**src/rtl/tiger_irq_ctrl.sv**
```systemverilog
// tiger_irq_ctrl: shares the Tiger CPU interrupt line among N_SRC edge-triggered sources.
// Sources latch as pending; a round-robin scheduler grants one at a time until EOI is written.
module tiger_irq_ctrl #(
  parameter int N_SRC = 8,
  parameter int ID_W  = 3
) (
  input  logic              clk,
  input  logic              reset_n,
  input  logic [N_SRC-1:0]  irq_src,
  input  logic [2:0]        avs_address,
  input  logic              avs_read,
  input  logic              avs_write,
  input  logic [31:0]       avs_writedata,
  output logic [31:0]       avs_readdata,
  output logic              cpu_irq,
  output logic [ID_W-1:0]   irq_id
);

  localparam logic [0:0] IDLE   = 1'b0;
  localparam logic [0:0] ASSERT = 1'b1;

  localparam logic [2:0] A_PENDING = 3'd0;
  localparam logic [2:0] A_MASK    = 3'd1;
  localparam logic [2:0] A_ACTIVE  = 3'd2;
  localparam logic [2:0] A_EOI     = 3'd3;
  localparam logic [2:0] A_SOFT    = 3'd4;

  logic [N_SRC-1:0] sync1_r;
  logic [N_SRC-1:0] sync2_r;
  logic [N_SRC-1:0] dly_r;
  logic [N_SRC-1:0] pending_r;
  logic [N_SRC-1:0] mask_r;
  logic [1:0]       warm_r;
  logic [0:0]       state_r;
  logic [ID_W-1:0]  rr_ptr_r;

  logic [N_SRC-1:0] wdata_s;
  logic [N_SRC-1:0] rise_s;
  logic [N_SRC-1:0] set_s;
  logic [N_SRC-1:0] w1c_s;
  logic [N_SRC-1:0] claim_s;
  logic [N_SRC-1:0] cand_s;
  logic [ID_W:0]    pick_s;
  logic             grant_s;
  logic             eoi_s;
  logic [ID_W-1:0]  next_ptr_s;
  logic [31:0]      rd_s;
  logic             unused_wdata_s;

  // Returns {found, id} of the first candidate at or above ptr, wrapping mod N_SRC.
  function automatic logic [ID_W:0] rr_pick(input logic [N_SRC-1:0] cand,
                                            input logic [ID_W-1:0]  ptr);
    logic [ID_W:0] res;
    int            idx;
    res = '0;
    for (int k = N_SRC - 1; k >= 0; k--) begin
      idx = int'(ptr) + k;
      if (idx >= N_SRC) begin
        idx = idx - N_SRC;
      end
      if (cand[idx]) begin
        res = {1'b1, ID_W'(idx)};
      end
    end
    return res;
  endfunction

  assign unused_wdata_s = ^avs_writedata;

  // Pending next-state terms and scheduler decisions.
  always_comb begin
    wdata_s = avs_writedata[N_SRC-1:0];
    // Edges are ignored until the synchroniser chain holds post-reset samples,
    // so a level held high across reset does not fire.
    if (warm_r == 2'd3) begin
      rise_s = sync2_r & ~dly_r;
    end else begin
      rise_s = '0;
    end
    if (avs_write && (avs_address == A_SOFT)) begin
      set_s = rise_s | wdata_s;
    end else begin
      set_s = rise_s;
    end
    if (avs_write && (avs_address == A_PENDING)) begin
      w1c_s = wdata_s;
    end else begin
      w1c_s = '0;
    end
    cand_s  = pending_r & mask_r;
    pick_s  = rr_pick(cand_s, rr_ptr_r);
    grant_s = (state_r == IDLE) && pick_s[ID_W];
    if (grant_s) begin
      claim_s = {{(N_SRC-1){1'b0}}, 1'b1} << pick_s[ID_W-1:0];
    end else begin
      claim_s = '0;
    end
    eoi_s = (state_r == ASSERT) && avs_write && (avs_address == A_EOI);
    if (irq_id == ID_W'(N_SRC - 1)) begin
      next_ptr_s = '0;
    end else begin
      next_ptr_s = irq_id + ID_W'(1);
    end
  end

  // Register read mux; unmapped words read zero.
  always_comb begin
    rd_s = 32'd0;
    case (avs_address)
      A_PENDING: rd_s[N_SRC-1:0] = pending_r;
      A_MASK:    rd_s[N_SRC-1:0] = mask_r;
      A_ACTIVE: begin
        rd_s[31]       = cpu_irq;
        rd_s[ID_W-1:0] = irq_id;
      end
      default:   rd_s = 32'd0;
    endcase
  end

  // Two-flop synchroniser, edge-detect delay flop and post-reset warm-up count.
  always_ff @(posedge clk or negedge reset_n) begin
    if (!reset_n) begin
      sync1_r <= '0;
      sync2_r <= '0;
      dly_r   <= '0;
      warm_r  <= 2'd0;
    end else begin
      sync1_r <= irq_src;
      sync2_r <= sync1_r;
      dly_r   <= sync2_r;
      if (warm_r != 2'd3) begin
        warm_r <= warm_r + 2'd1;
      end
    end
  end

  // Set beats both W1C and the grant claim on the same edge.
  always_ff @(posedge clk or negedge reset_n) begin
    if (!reset_n) begin
      pending_r <= '0;
    end else begin
      pending_r <= (pending_r & ~w1c_s & ~claim_s) | set_s;
    end
  end

  always_ff @(posedge clk or negedge reset_n) begin
    if (!reset_n) begin
      mask_r <= '0;
    end else if (avs_write && (avs_address == A_MASK)) begin
      mask_r <= wdata_s;
    end
  end

  // Scheduler: grant from IDLE, hold in ASSERT until EOI.
  always_ff @(posedge clk or negedge reset_n) begin
    if (!reset_n) begin
      state_r  <= IDLE;
      cpu_irq  <= 1'b0;
      irq_id   <= '0;
      rr_ptr_r <= '0;
    end else begin
      case (state_r)
        IDLE: begin
          if (grant_s) begin
            state_r <= ASSERT;
            cpu_irq <= 1'b1;
            irq_id  <= pick_s[ID_W-1:0];
          end
        end
        ASSERT: begin
          if (eoi_s) begin
            state_r  <= IDLE;
            cpu_irq  <= 1'b0;
            rr_ptr_r <= next_ptr_s;
          end
        end
        default: begin
          state_r <= IDLE;
          cpu_irq <= 1'b0;
        end
      endcase
    end
  end

  always_ff @(posedge clk or negedge reset_n) begin
    if (!reset_n) begin
      avs_readdata <= 32'd0;
    end else if (avs_read) begin
      avs_readdata <= rd_s;
    end
  end

endmodule
```
**config.mk**
```make
export PLATFORM = sky130hd
export DESIGN_NAME = tiger_irq_ctrl
export DESIGN_NICKNAME = d
export VERILOG_FILES = /design/src/rtl/tiger_irq_ctrl.sv
export SDC_FILE = /design/constraint.sdc
export NUM_CORES = 1
export LEC_CHECK = 0
export ABC_AREA = 1
export CAP_MARGIN = 20
export CORE_MARGIN = 4
export CORE_UTILIZATION = 43
export CTS_CLUSTER_SIZE = 16
export DETAILED_ROUTE_END_ITERATION = 8
export PLACE_DENSITY = 0.82
export SYNTH_ARGS = -nofsm -noshare
export SYNTH_HDL_FRONTEND = slang
export SYNTH_SLANG_ARGS = --single-unit
```
**constraint.sdc**
```tcl
create_clock -name clk -period 4.6 [get_ports clk]
set_input_delay 0.69 -clock clk [delete_from_list [all_inputs] [get_ports clk]]
set_output_delay 0.69 -clock clk [all_outputs]
set_load 0.02 [all_outputs]
```
==> results.json <==
{
  "status": "finished clean",
  "worst_pin_slew_ps": 713.5,
  "path_cells": "inv_2, ha_1, inv_2, nand3_1, nand2_1, nand2_1, nand2_2, nor2_2, nand2_1, nand3_1, nand2_1, nand2_1, nand2_2, a21oi_1, nand3_1, nand2_1, nand2_1",
  "critical_path_class": "register to register",
  "first_pass_iters": 4,
  "synth_cell_types": 35,
  "synth-seq-cells": 59,
  "die_x_um": 96.41,
  "numPortBuffers": 35,
  "crit_family": "simple AND/OR/NAND/NOR gates",
  "drt_iter0_markers": 153,
  "rsz0062_at_grt": "no",
  "holdBufCountCts": 0,
  "grt_pass1_vias": 2643,
  "initial_core_util_pct": 45.36,
  "post_cts_buffers": 0,
  "setup_ws_ps": 1527,
  "endpoint_kind": "register",
  "cpMaxStageDelayCell": "dfrtp_1",
  "final_util_pct": 52.78,
  "path_depth": 17,
  "root_buffer": "clkbuf_8",
  "hp-class": "register to register",
  "clk_path_buf_depth": 2,
  "wl_per_cell_um": 13.57,
  "rr_worst_depth": 17,
  "num_rows": 31,
  "finClkSkew_ps": 4.237,
  "worstPathRequired_ps": 4820,
  "drive_gt1_share_pct": 17.70,
  "finalNetCount": 482,
  "synth-seq-area-share_pct": 43.93,
  "setup_tns_ps": 0,
  "avgViaCountPerCell": 4.957,
  "hold_viol": 0,
  "cp_common_cell": "nand2_1",
  "slew_headroom_pct": 52.43,
  "path_clk_slew_ps": 70,
  "core_area_mm2": 0.007408,
  "slew_violations": 0,
  "dp_slack_ps": 1641,
  "path_buf_inv": 2,
  "dp_hpwl_um": 5607,
  "avgSynthCellArea_um2": 8.573,
  "grt.total_usage_pct": 17.34,
  "cts_made_buffers": 9,
  "h-tree-depth": 3,
  "max_stage_delay_ps": 750,
  "tritoncts": "yes",
  "route.vias.total": 2647,
  "cp.arrival_ps": 3300,
  "dpl.cell_count": 518,
  "hold_depth": 0,
  "area_delta_synth_final_pct": 16.34,
  "antenna_cells": 0,
  "gp_congestion": 0.9037,
  "antenna_found_initial": 0,
  "wl_um": 7247,
  "period_share_pct": 66.80,
  "grt_max_degree": 60,
  "dieArea_mm2": 0.009294,
  "ys_warn_count": 0,
  "cts_resized": 0,
  "final_antenna_net_count": 0,
  "fp.dieH_um": 96.41,
  "fmax_ghz": 0.3254,
  "cts_sinks": 59,
  "rrSetupSlack_ps": 1530,
  "num_io_pins": 83,
  "p_leak_nw": 1.847,
  "clk_latency_ps": 330,
  "setup_viol": 0,
  "whs_ps": 349.5,
  "cp-start-kind": "register",
  "drv_cap": 0,
  "p_per_area_mw_per_mm2": 761.9,
  "grt.overflow.total": 0,
  "final.min_clock_period_ps": 3073,
  "drc": 0,
  "path_max_fanout": 13,
  "final_cells": 534,
  "netlist_area_mm2": 0.003361,
  "synthCells": 392,
  "grt_pass1_wl_um": 12390,
  "ir_worst_vdd_uv": 371.6
}
## flip-flops by register name (all words and copies together) (netlist names)
signal / flops
sync2_r: 8
irq_id: 3
rr_ptr_r: 3
cpu_irq: 1
dly_r: 8
sync1_r: 8
state_r: 1
warm_r: 2
pending_r: 8
avs_readdata: 9
mask_r: 8
## cells in the mapped netlist, drive strengths merged
| library cell | instances | area share [%] |
|---|---|---|
| clkbuf | 4 | 0.45 |
| xnor2 | 4 | 2.0 |
| o31ai | 1 | 0.22 |
| nand3b | 9 | 2.0 |
| buf | 27 | 6.3 |
| o21ai | 31 | 4.6 |
| nand2 | 106 | 14 |
| a31oi | 5 | 0.93 |
| nor3b | 1 | 0.37 |
| inv | 49 | 5.5 |
| nor2 | 16 | 2.3 |
| nand3 | 55 | 12 |
| nand4 | 2 | 0.56 |
| a21oi | 8 | 1.3 |
| mux2 | 4 | 1.3 |
| ha | 5 | 1.9 |
| nor3 | 2 | 0.30 |
| and3 | 1 | 0.19 |
| dfrtp | 59 | 44 |
| clkinv | 2 | 0.22 |
| conb | 1 | 0.11 |
## stage by stage
step / cell area [um2] / power [W]
after CTS: 3910 / 0.002981
after global routing: 3910 / 0.003258
final: 3910 / 0.002979
after floorplan: 3443 / 0.002115
after detailed placement: 3694 / 0.002458
after global placement: 3694 / 0.002391
## where the power goes
group | total [W] | internal, W | switching (W)
sequential | 0.000759 | 0.000613 | 0.000146
combinational | 0.00171 | 0.000602 | 0.00111
clock | 0.000507 | 0.000302 | 0.000205
## layer usage
metal / wire length (um) / GRT usage [%] / up-vias / share of wire [%]
met5: 0 / 0 / - / 0
met4: 172 / 7.593 / 0 / 2.4
met3: 306 / 3.563 / 12 / 4.2
met2: 3760 / 29.84 / 71 / 52
met1: 3007 / 20.96 / 1274 / 41
li1: - / - / 1290 / -
## path summary, 6_finish.rpt
| path | startpoint | to |
|---|---|---|
| setup / recovery | rr_ptr_r[0]$_DFFE_PN0P_ | pending_r[7]$_DFF_PN0_ |
| hold / removal | sync1_r[7]$_DFF_PN0_ | sync2_r[7]$_DFF_PN0_ |
| setup reg to reg | rr_ptr_r[0]$_DFFE_PN0P_ | pending_r[7]$_DFF_PN0_ |
| hold reg to reg | sync1_r[7]$_DFF_PN0_ | sync2_r[7]$_DFF_PN0_ |
| max in group asynchronous | reset_n | dly_r[7]$_DFF_PN0_ |
| min in group asynchronous | reset_n | sync2_r[1]$_DFF_PN0_ |
## worst register-to-register path: cells and delay by family, from the launching register on
| kind | cells | cell delay [ps] |
|---|---|---|
| AO/OA/AOI/OAI | 1 | 270 |
| adder cells (fa/ha/maj) | 1 | 550 |
| buffers and inverters | 2 | 320 |
| flip-flops | 1 | 750 |
| AND/OR/NAND/NOR | 13 | 1080 |
## area by class of cell
type,instances,area [um2]
fillers,688,3498
multi-input cells,273,1549
flip-flops and latches,59,1476
repair buffers,36,352.8
inverters,51,191.4
clock buffers,9,123.9
well taps,99,123.9
clock inverters,7,92.59
## cells by family after synthesis
group / count (synthesis) / synth area share (%)
AOI/OAI and AO/OA: 45 / 7.074
other: 1 / 0.1116
DFF: 59 / 43.93
buffers and inverters: 82 / 12.43
muxes: 4 / 1.340
xor gates and xnor gates: 4 / 2.048
and+or+nand+nor: 192 / 31.20
adders and majority gates: 5 / 1.862
## layout by cell type, fill, tap and decap left out, types with 3 or more instances in the layout
master           synthesis  layout
clkinvlp_4               0       3
nand2_1                 91      91
nand3_1                 34      34
o21ai_0                 29      29
clkbuf_8                 0       9
dfrtp_1                 59      59
clkdlybuf4s50_1          0      34
mux2_2                   4       4
a31oi_1                  5       5
nor2_1                  13      13
inv_1                   39      39
nand2_4                  5       5
a21oi_1                  7       7
nand3b_1                 9       9
inv_2                   10      10
nand3_2                 19      19
nand2_2                 10      10
conb_1                   1      23
ha_1                     5       5
Power figures use the tool's default switching activity.
